**config.mk**
```make
export PLATFORM = sky130hd
export DESIGN_NAME = otbn_imem_arbiter
export DESIGN_NICKNAME = d
export VERILOG_FILES = /design/src/rtl/otbn_pkg.sv /design/src/rtl/otbn_imem_arbiter_chk.sv /design/src/rtl/otbn_imem_wipe_ctr.sv /design/src/rtl/otbn_imem_arbiter.sv
export SDC_FILE = /design/constraint.sdc
export NUM_CORES = 1
export LEC_CHECK = 0
export ABC_AREA = 1
export BUFFER_PORTS_ARGS = -buffer_cell sky130_fd_sc_hd__buf_4
export CORE_AREA = 2 2 110 112
export CTS_CLUSTER_SIZE = 24
export DETAILED_ROUTE_END_ITERATION = 10
export DIE_AREA = 0 0 112 114
export PLACE_DENSITY = 0.57
export SYNTH_ARGS = -nofsm -noshare
export SYNTH_HDL_FRONTEND = slang
export SYNTH_SLANG_ARGS = --single-unit
```
**constraint.sdc**
```tcl
create_clock -name clk_i -period 1.5 [get_ports clk_i]
set_input_delay 0.075 -clock clk_i [delete_from_list [all_inputs] [get_ports clk_i]]
set_output_delay 0.075 -clock clk_i [all_outputs]
set_load 0.1 [all_outputs]
```
**src/rtl/otbn_pkg.sv**
```systemverilog
// Shared types for the OTBN instruction-memory arbiter: controller state,
// response owner and the IMEM word width (32 data bits plus 7 integrity bits).
package otbn_pkg;

  localparam int ImemWordWidth = 39;

  typedef enum logic [1:0] {
    ImemStIdle = 2'b00,
    ImemStExec = 2'b01,
    ImemStWipe = 2'b10
  } imem_state_e;

  typedef enum logic [1:0] {
    ImemOwnNone = 2'b00,
    ImemOwnCore = 2'b01,
    ImemOwnHost = 2'b10
  } imem_owner_e;

endpackage

```
**src/rtl/otbn_imem_arbiter_chk.sv**
```systemverilog
// Property checker for the IMEM arbiter: response ownership, read-only
// execution and wipe completion ordering.
module otbn_imem_arbiter_chk
  import otbn_pkg::*;
(
  input logic        clk_i,
  input logic        rst_ni,
  input imem_state_e state_i,
  input imem_owner_e owner_i,
  input logic        core_rsp_i,
  input logic        host_rsp_i,
  input logic        imem_write_i,
  input logic        wipe_busy_i,
  input logic        wipe_done_i
);

  a_one_owner: assert property (@(posedge clk_i) disable iff (!rst_ni)
    (owner_i inside {ImemOwnNone, ImemOwnCore, ImemOwnHost}) && !(core_rsp_i && host_rsp_i));

  a_no_exec_write: assert property (@(posedge clk_i) disable iff (!rst_ni)
    (state_i == ImemStExec) |-> !imem_write_i);

  a_done_after_busy: assert property (@(posedge clk_i) disable iff (!rst_ni)
    wipe_done_i |-> $past(wipe_busy_i));

endmodule

```
**src/rtl/otbn_imem_wipe_ctr.sv**
```systemverilog
// Secure-wipe word counter: walks the IMEM from byte address 0 in 32-bit
// steps and presents the current random word while enabled.
module otbn_imem_wipe_ctr
  import otbn_pkg::*;
#(
  parameter int ImemSizeByte = 4096,
  localparam int ImemAddrWidth = $clog2(ImemSizeByte)
) (
  input  logic                     clk_i,
  input  logic                     rst_ni,
  input  logic                     start_i,
  input  logic                     en_i,
  input  logic [ImemWordWidth-1:0] rnd_data_i,
  output logic [ImemAddrWidth-1:0] addr_o,
  output logic [ImemWordWidth-1:0] wdata_o,
  output logic                     last_o
);

  localparam int CntWidth = ImemAddrWidth - 2;

  logic [CntWidth-1:0] cnt_r;

  // Word index; the wrap after the last word naturally leaves it at zero.
  always_ff @(posedge clk_i or negedge rst_ni) begin
    if (!rst_ni) begin
      cnt_r <= '0;
    end else if (start_i) begin
      cnt_r <= '0;
    end else if (en_i) begin
      cnt_r <= cnt_r + CntWidth'(1);
    end else begin
      cnt_r <= cnt_r;
    end
  end

  assign addr_o  = {cnt_r, 2'b00};
  assign last_o  = en_i && (cnt_r == {CntWidth{1'b1}});
  assign wdata_o = en_i ? rnd_data_i : {ImemWordWidth{1'b0}};

endmodule

```
**src/rtl/otbn_imem_arbiter.sv**
```systemverilog
// Single-port IMEM arbiter: shares the SRAM between the core prefetcher, the
// host bus and the secure-wipe engine, and routes read data to its owner.
module otbn_imem_arbiter
  import otbn_pkg::*;
#(
  parameter int ImemSizeByte = 4096,
  localparam int ImemAddrWidth = $clog2(ImemSizeByte)
) (
  input  logic                     clk_i,
  input  logic                     rst_ni,
  input  logic                     core_busy_i,
  input  logic                     core_req_i,
  input  logic [ImemAddrWidth-1:0] core_addr_i,
  output logic [ImemWordWidth-1:0] core_rdata_o,
  output logic                     core_rvalid_o,
  input  logic                     host_req_i,
  input  logic                     host_write_i,
  input  logic [ImemAddrWidth-1:0] host_addr_i,
  input  logic [ImemWordWidth-1:0] host_wdata_i,
  output logic                     host_gnt_o,
  output logic [ImemWordWidth-1:0] host_rdata_o,
  output logic                     host_rvalid_o,
  output logic                     host_err_o,
  input  logic                     wipe_start_i,
  input  logic [ImemWordWidth-1:0] wipe_data_i,
  output logic                     wipe_busy_o,
  output logic                     wipe_done_o,
  output logic                     imem_req_o,
  output logic                     imem_write_o,
  output logic [ImemAddrWidth-1:0] imem_addr_o,
  output logic [ImemWordWidth-1:0] imem_wdata_o,
  input  logic [ImemWordWidth-1:0] imem_rdata_i,
  input  logic                     imem_rvalid_i
);

  imem_state_e state_r, state_s;
  imem_owner_e owner_r, owner_s;
  logic host_wack_r, host_wack_s;
  logic host_err_r, host_err_s;
  logic wipe_done_r, wipe_done_s;
  logic wipe_start_s, wipe_en_s, wipe_last_s;
  logic rsp_core_s, rsp_host_s;
  logic [ImemAddrWidth-1:0] wipe_addr_s;
  logic [ImemWordWidth-1:0] wipe_wdata_s;

  assign wipe_en_s    = (state_r == ImemStWipe);
  assign wipe_start_s = wipe_start_i && (state_r != ImemStWipe);

  otbn_imem_wipe_ctr #(
    .ImemSizeByte(ImemSizeByte)
  ) u_wipe_ctr (
    .clk_i     (clk_i),
    .rst_ni    (rst_ni),
    .start_i   (wipe_start_s),
    .en_i      (wipe_en_s),
    .rnd_data_i(wipe_data_i),
    .addr_o    (wipe_addr_s),
    .wdata_o   (wipe_wdata_s),
    .last_o    (wipe_last_s)
  );

  // Controller state and response bookkeeping registers
  always_ff @(posedge clk_i or negedge rst_ni) begin
    if (!rst_ni) begin
      state_r     <= ImemStIdle;
      owner_r     <= ImemOwnNone;
      host_wack_r <= 1'b0;
      host_err_r  <= 1'b0;
      wipe_done_r <= 1'b0;
    end else begin
      state_r     <= state_s;
      owner_r     <= owner_s;
      host_wack_r <= host_wack_s;
      host_err_r  <= host_err_s;
      wipe_done_r <= wipe_done_s;
    end
  end

  // Next-state logic; a wipe request wins over everything outside Wipe
  always_comb begin
    state_s = state_r;
    case (state_r)
      ImemStIdle: begin
        if (wipe_start_i)     state_s = ImemStWipe;
        else if (core_busy_i) state_s = ImemStExec;
        else                  state_s = ImemStIdle;
      end
      ImemStExec: begin
        if (wipe_start_i)      state_s = ImemStWipe;
        else if (!core_busy_i) state_s = ImemStIdle;
        else                   state_s = ImemStExec;
      end
      ImemStWipe: begin
        if (wipe_last_s) state_s = ImemStIdle;
        else             state_s = ImemStWipe;
      end
      default: state_s = ImemStIdle;
    endcase
  end

  // SRAM port mux, host grant and next-cycle response bookkeeping
  always_comb begin
    imem_req_o   = 1'b0;
    imem_write_o = 1'b0;
    imem_addr_o  = {ImemAddrWidth{1'b0}};
    imem_wdata_o = {ImemWordWidth{1'b0}};
    host_gnt_o   = host_req_i;
    wipe_busy_o  = 1'b0;
    owner_s      = ImemOwnNone;
    host_wack_s  = 1'b0;
    host_err_s   = 1'b0;
    wipe_done_s  = 1'b0;
    case (state_r)
      ImemStIdle: begin
        imem_req_o   = host_req_i;
        imem_write_o = host_req_i && host_write_i;
        imem_addr_o  = host_req_i ? host_addr_i : {ImemAddrWidth{1'b0}};
        imem_wdata_o = (host_req_i && host_write_i) ? host_wdata_i : {ImemWordWidth{1'b0}};
        owner_s      = (host_req_i && !host_write_i) ? ImemOwnHost : ImemOwnNone;
        host_wack_s  = host_req_i && host_write_i;
      end
      ImemStExec: begin
        imem_req_o  = core_req_i;
        imem_addr_o = core_req_i ? core_addr_i : {ImemAddrWidth{1'b0}};
        owner_s     = core_req_i ? ImemOwnCore : ImemOwnNone;
        host_err_s  = host_req_i;
      end
      ImemStWipe: begin
        imem_req_o   = 1'b1;
        imem_write_o = 1'b1;
        imem_addr_o  = wipe_addr_s;
        imem_wdata_o = wipe_wdata_s;
        wipe_busy_o  = 1'b1;
        host_err_s   = host_req_i;
        wipe_done_s  = wipe_last_s;
      end
      default: begin
        host_gnt_o = 1'b0;
      end
    endcase
  end

  // A core read still in flight when the wipe begins is dropped.
  assign rsp_core_s = imem_rvalid_i && (owner_r == ImemOwnCore) && (state_r != ImemStWipe);
  assign rsp_host_s = imem_rvalid_i && (owner_r == ImemOwnHost);

  assign core_rvalid_o = rsp_core_s;
  assign core_rdata_o  = rsp_core_s ? imem_rdata_i : {ImemWordWidth{1'b0}};
  assign host_rvalid_o = rsp_host_s || host_wack_r || host_err_r;
  assign host_err_o    = host_err_r;
  assign host_rdata_o  = rsp_host_s ? imem_rdata_i : {ImemWordWidth{1'b0}};
  assign wipe_done_o   = wipe_done_r;

  otbn_imem_arbiter_chk u_chk (
    .clk_i       (clk_i),
    .rst_ni      (rst_ni),
    .state_i     (state_r),
    .owner_i     (owner_r),
    .core_rsp_i  (rsp_core_s),
    .host_rsp_i  (rsp_host_s),
    .imem_write_i(imem_write_o),
    .wipe_busy_i (wipe_busy_o),
    .wipe_done_i (wipe_done_o)
  );

endmodule
```
==> results.yml <==
worst_setup_path:
  critPathArrivalTime_ns: 1.79
  cp-end-kind: "primary output"
  r2r_setup_slack_ns: -0.05
  critPathKind: "reg2out"
  reg2reg_depth: 9
  required_ns: 1.42
  path_max_fanout: 16
  rr_startpoint: "state_r[0]"
  r2r_end: "u_wipe_ctr.cnt_r[3]"
  cp-start-kind: "flop"
sta:
  rsz0062_at_grt: "true"
  fmax_mhz: 537.6
  max_slew_margin: 0.8006
  setup_slack_ns: -0.3601
  final-max-slew-violation-count: 0
  worstMarginPinSlew_ns: 0.3016
  hold_viol: 0
  min_period_ns: 1.860
  fin_crit_sh: 1.240
  clock_skew_ns: 0.001901
  setup_viol: 130
placement:
  hpwl_um: 9993
  globalplace.congestion: 0.8042
  place_area_um2: 5630
  dp_cells: 787
  io_buffer_count: 285
final_layout:
  layout-drive-gt1-share: 0.7599
  multi_input_area_um2: 2345
  fin_nets: 813
  regArea_um2: 426.7
  antenna_cells: 0
  fin_cells: 805
  area_growth_pct: 279.5
  mostFrequentLayoutCells: "168 x buf_4, 139 x buf_12, 81 x nor2_4, 54 x inv_1, 44 x nand2_1"
  fin_area_um2: 7791
  n_fill_cell: 860
  final_common_cell: "buf_4"
synth:
  syn-num-nets: 501
  synth-seq-area-share: 0.2072
  syn_area_um2: 2053
  synth_seq_cells: 17
  synth_cell_types: 25
  avgSynthCellArea_um2: 5.917
  synth_cells: 347
  ys_warn_count: 0
run:
  max_cap_violations: 0
run_status:
  status: "finished with violations"
  violations: "negative setup slack"
clock_network:
  clock_latency_ns: 0.25
  clockBufferDepth: 2
  cts_tree: "done"
  cts.sinks: 17
  path_clk_slew_ns: 0.05
  root_buffer: "clkbuf_16"
  htree_levels: 1
  cts_buffers: 3
detailed_routing:
  dr.pass1.iters: 4
  vias: 3616
  wirelength_um: 14200
  drc_errors: 0
  ant_nets: 0
  drt_iter0_drc: 111
  wl_per_cell_um: 17.64
  avgViaCountPerCell: 4.492
global_route:
  grt_max_degree: 28
  grt_util_all_layers: 0.1986
  grt_pass1_vias: 3910
  grt_overflow_total: 0
  grt_pass1_wl_um: 20410
  antenna_found_initial: 0
hold_path:
  hold_end: "owner_r[1]"
  hold_start: "host_write_i"
  min_path_type: "in2reg"
  min_path_cells: 2
power_and_ir_drop:
  p_per_area_nw_per_um2: 297.1
  cellLeakagePower_nw: 3.533
  ir_drop_v: 0.0002870
floorplanning:
  die_area_um2: 12770
  die_h_um: 114
  row_count: 40
  floorplan.initialDensity: 0.1753
  io_pins: 286
  fp.dieW_um: 112
  core_um2: 11710
==> worst max path at each step <==
stage | from | to | slack, ns
after floorplan | state_r[0] | core_rdata_o[0] | -0.36
final | state_r[0] | core_rdata_o[0] | -0.36
after global placement | state_r[0] | imem_wdata_o[21] | -0.16
after CTS | state_r[0] | core_rdata_o[8] | -0.35
after detailed placement | state_r[0] | imem_wdata_o[21] | -0.19
after global routing | state_r[0] | core_rvalid_o | -0.42
==> per-stage QoR <==
stage / hold WS [ns] / setup WS, ns / util / setup TNS [ns] / total power, mW
floorplan: -0.2206 / -0.3563 / - / -21.07 / 1.137
global placement: -0.04113 / -0.1579 / 0.4808 / -11.77 / 1.570
detailed placement: -0.03863 / -0.1870 / 0.4808 / -13.94 / 1.578
CTS: 0.003866 / -0.3491 / 0.6137 / -32.46 / 2.299
global route: 0.02507 / -0.4178 / 0.6653 / -38.61 / 2.389
finish: 0.01656 / -0.3601 / 0.6653 / -31.24 / 2.315
==> power by group <==
| part | leakage [nW] | internal (mW) | switching, mW |
|---|---|---|---|
| registers | 0.209 | 0.460 | 0.000645 |
| logic | 3.29 | 0.588 | 0.722 |
| clock network | 0.0382 | 0.361 | 0.183 |
==> final cells by class <==
| class | count | share of cell area |
|---|---|---|
| timing repair buffer | 328 | 0.5651 |
| sequential | 17 | 0.05476 |
| tap | 147 | 0.02361 |
| clock buffer | 4 | 0.01012 |
| inverter | 72 | 0.04545 |
| multi-input combinational | 237 | 0.3009 |
==> what timing repair did <==
action,in CTS,in global routing
gates cloned,2,6
pin swaps,9,6
hold buffers,1,0
setup endpoints to repair,138,143
resized for setup,347,109
setup buffers,0,5
endpoints found under the hold margin,17,0
==> critical path, stage by stage (launching register included) <==
cell,delay [ns]
dfrtp_1,0.38
inv_2,0.07
buf_6,0.12
ha_4,0.19
nor2_4,0.10
nand3_4,0.13
buf_12,0.21
nor2_4,0.15
buf_12,0.18
==> synth_stat cells (all sizes together) <==
master / n / area (µm²)
nor2: 91 / 354.1
inv: 72 / 270.3
nand2: 61 / 234.0
a22o: 39 / 341.6
dfrtp: 17 / 425.4
buf: 15 / 111.4
nand3: 12 / 60.06
o21ai: 11 / 55.05
a21oi: 7 / 35.03
clkbuf: 6 / 22.52
ha: 5 / 62.56
o211ai: 4 / 30.03
nand4: 2 / 12.51
a22oi: 1 / 7.510
mux2i: 1 / 10.01
nand3b: 1 / 7.510
nor4: 1 / 6.260
o31ai: 1 / 7.510
==> layer usage <==
metal  vias up  global-route usage  part of all wire
met1      1696              0.2130              0.33
met4         0             0.05041             0.026
li1       1708                   -                 -
met2       194              0.3968              0.57
met5         -                   0                 0
met3        18             0.03826             0.074
==> sequential cells by signal, summed over array words and instances, names as in the netlist <==
signal,cells
host_err_o,1
host_wack_r,1
owner_r,2
state_r,2
u_wipe_ctr.cnt_r,10
wipe_done_o,1
==> cells by family after synthesis <==
group / Yosys count / share of synthesized area
buffers and inverters: 93 / 0.1968
muxes: 1 / 0.004875
DFF: 17 / 0.2072
AOI/OAI and AO/OA: 63 / 0.2322
and+or+nand+nor: 168 / 0.3285
adders and majority gates: 5 / 0.03047
(Power assumes the default switching activity.)
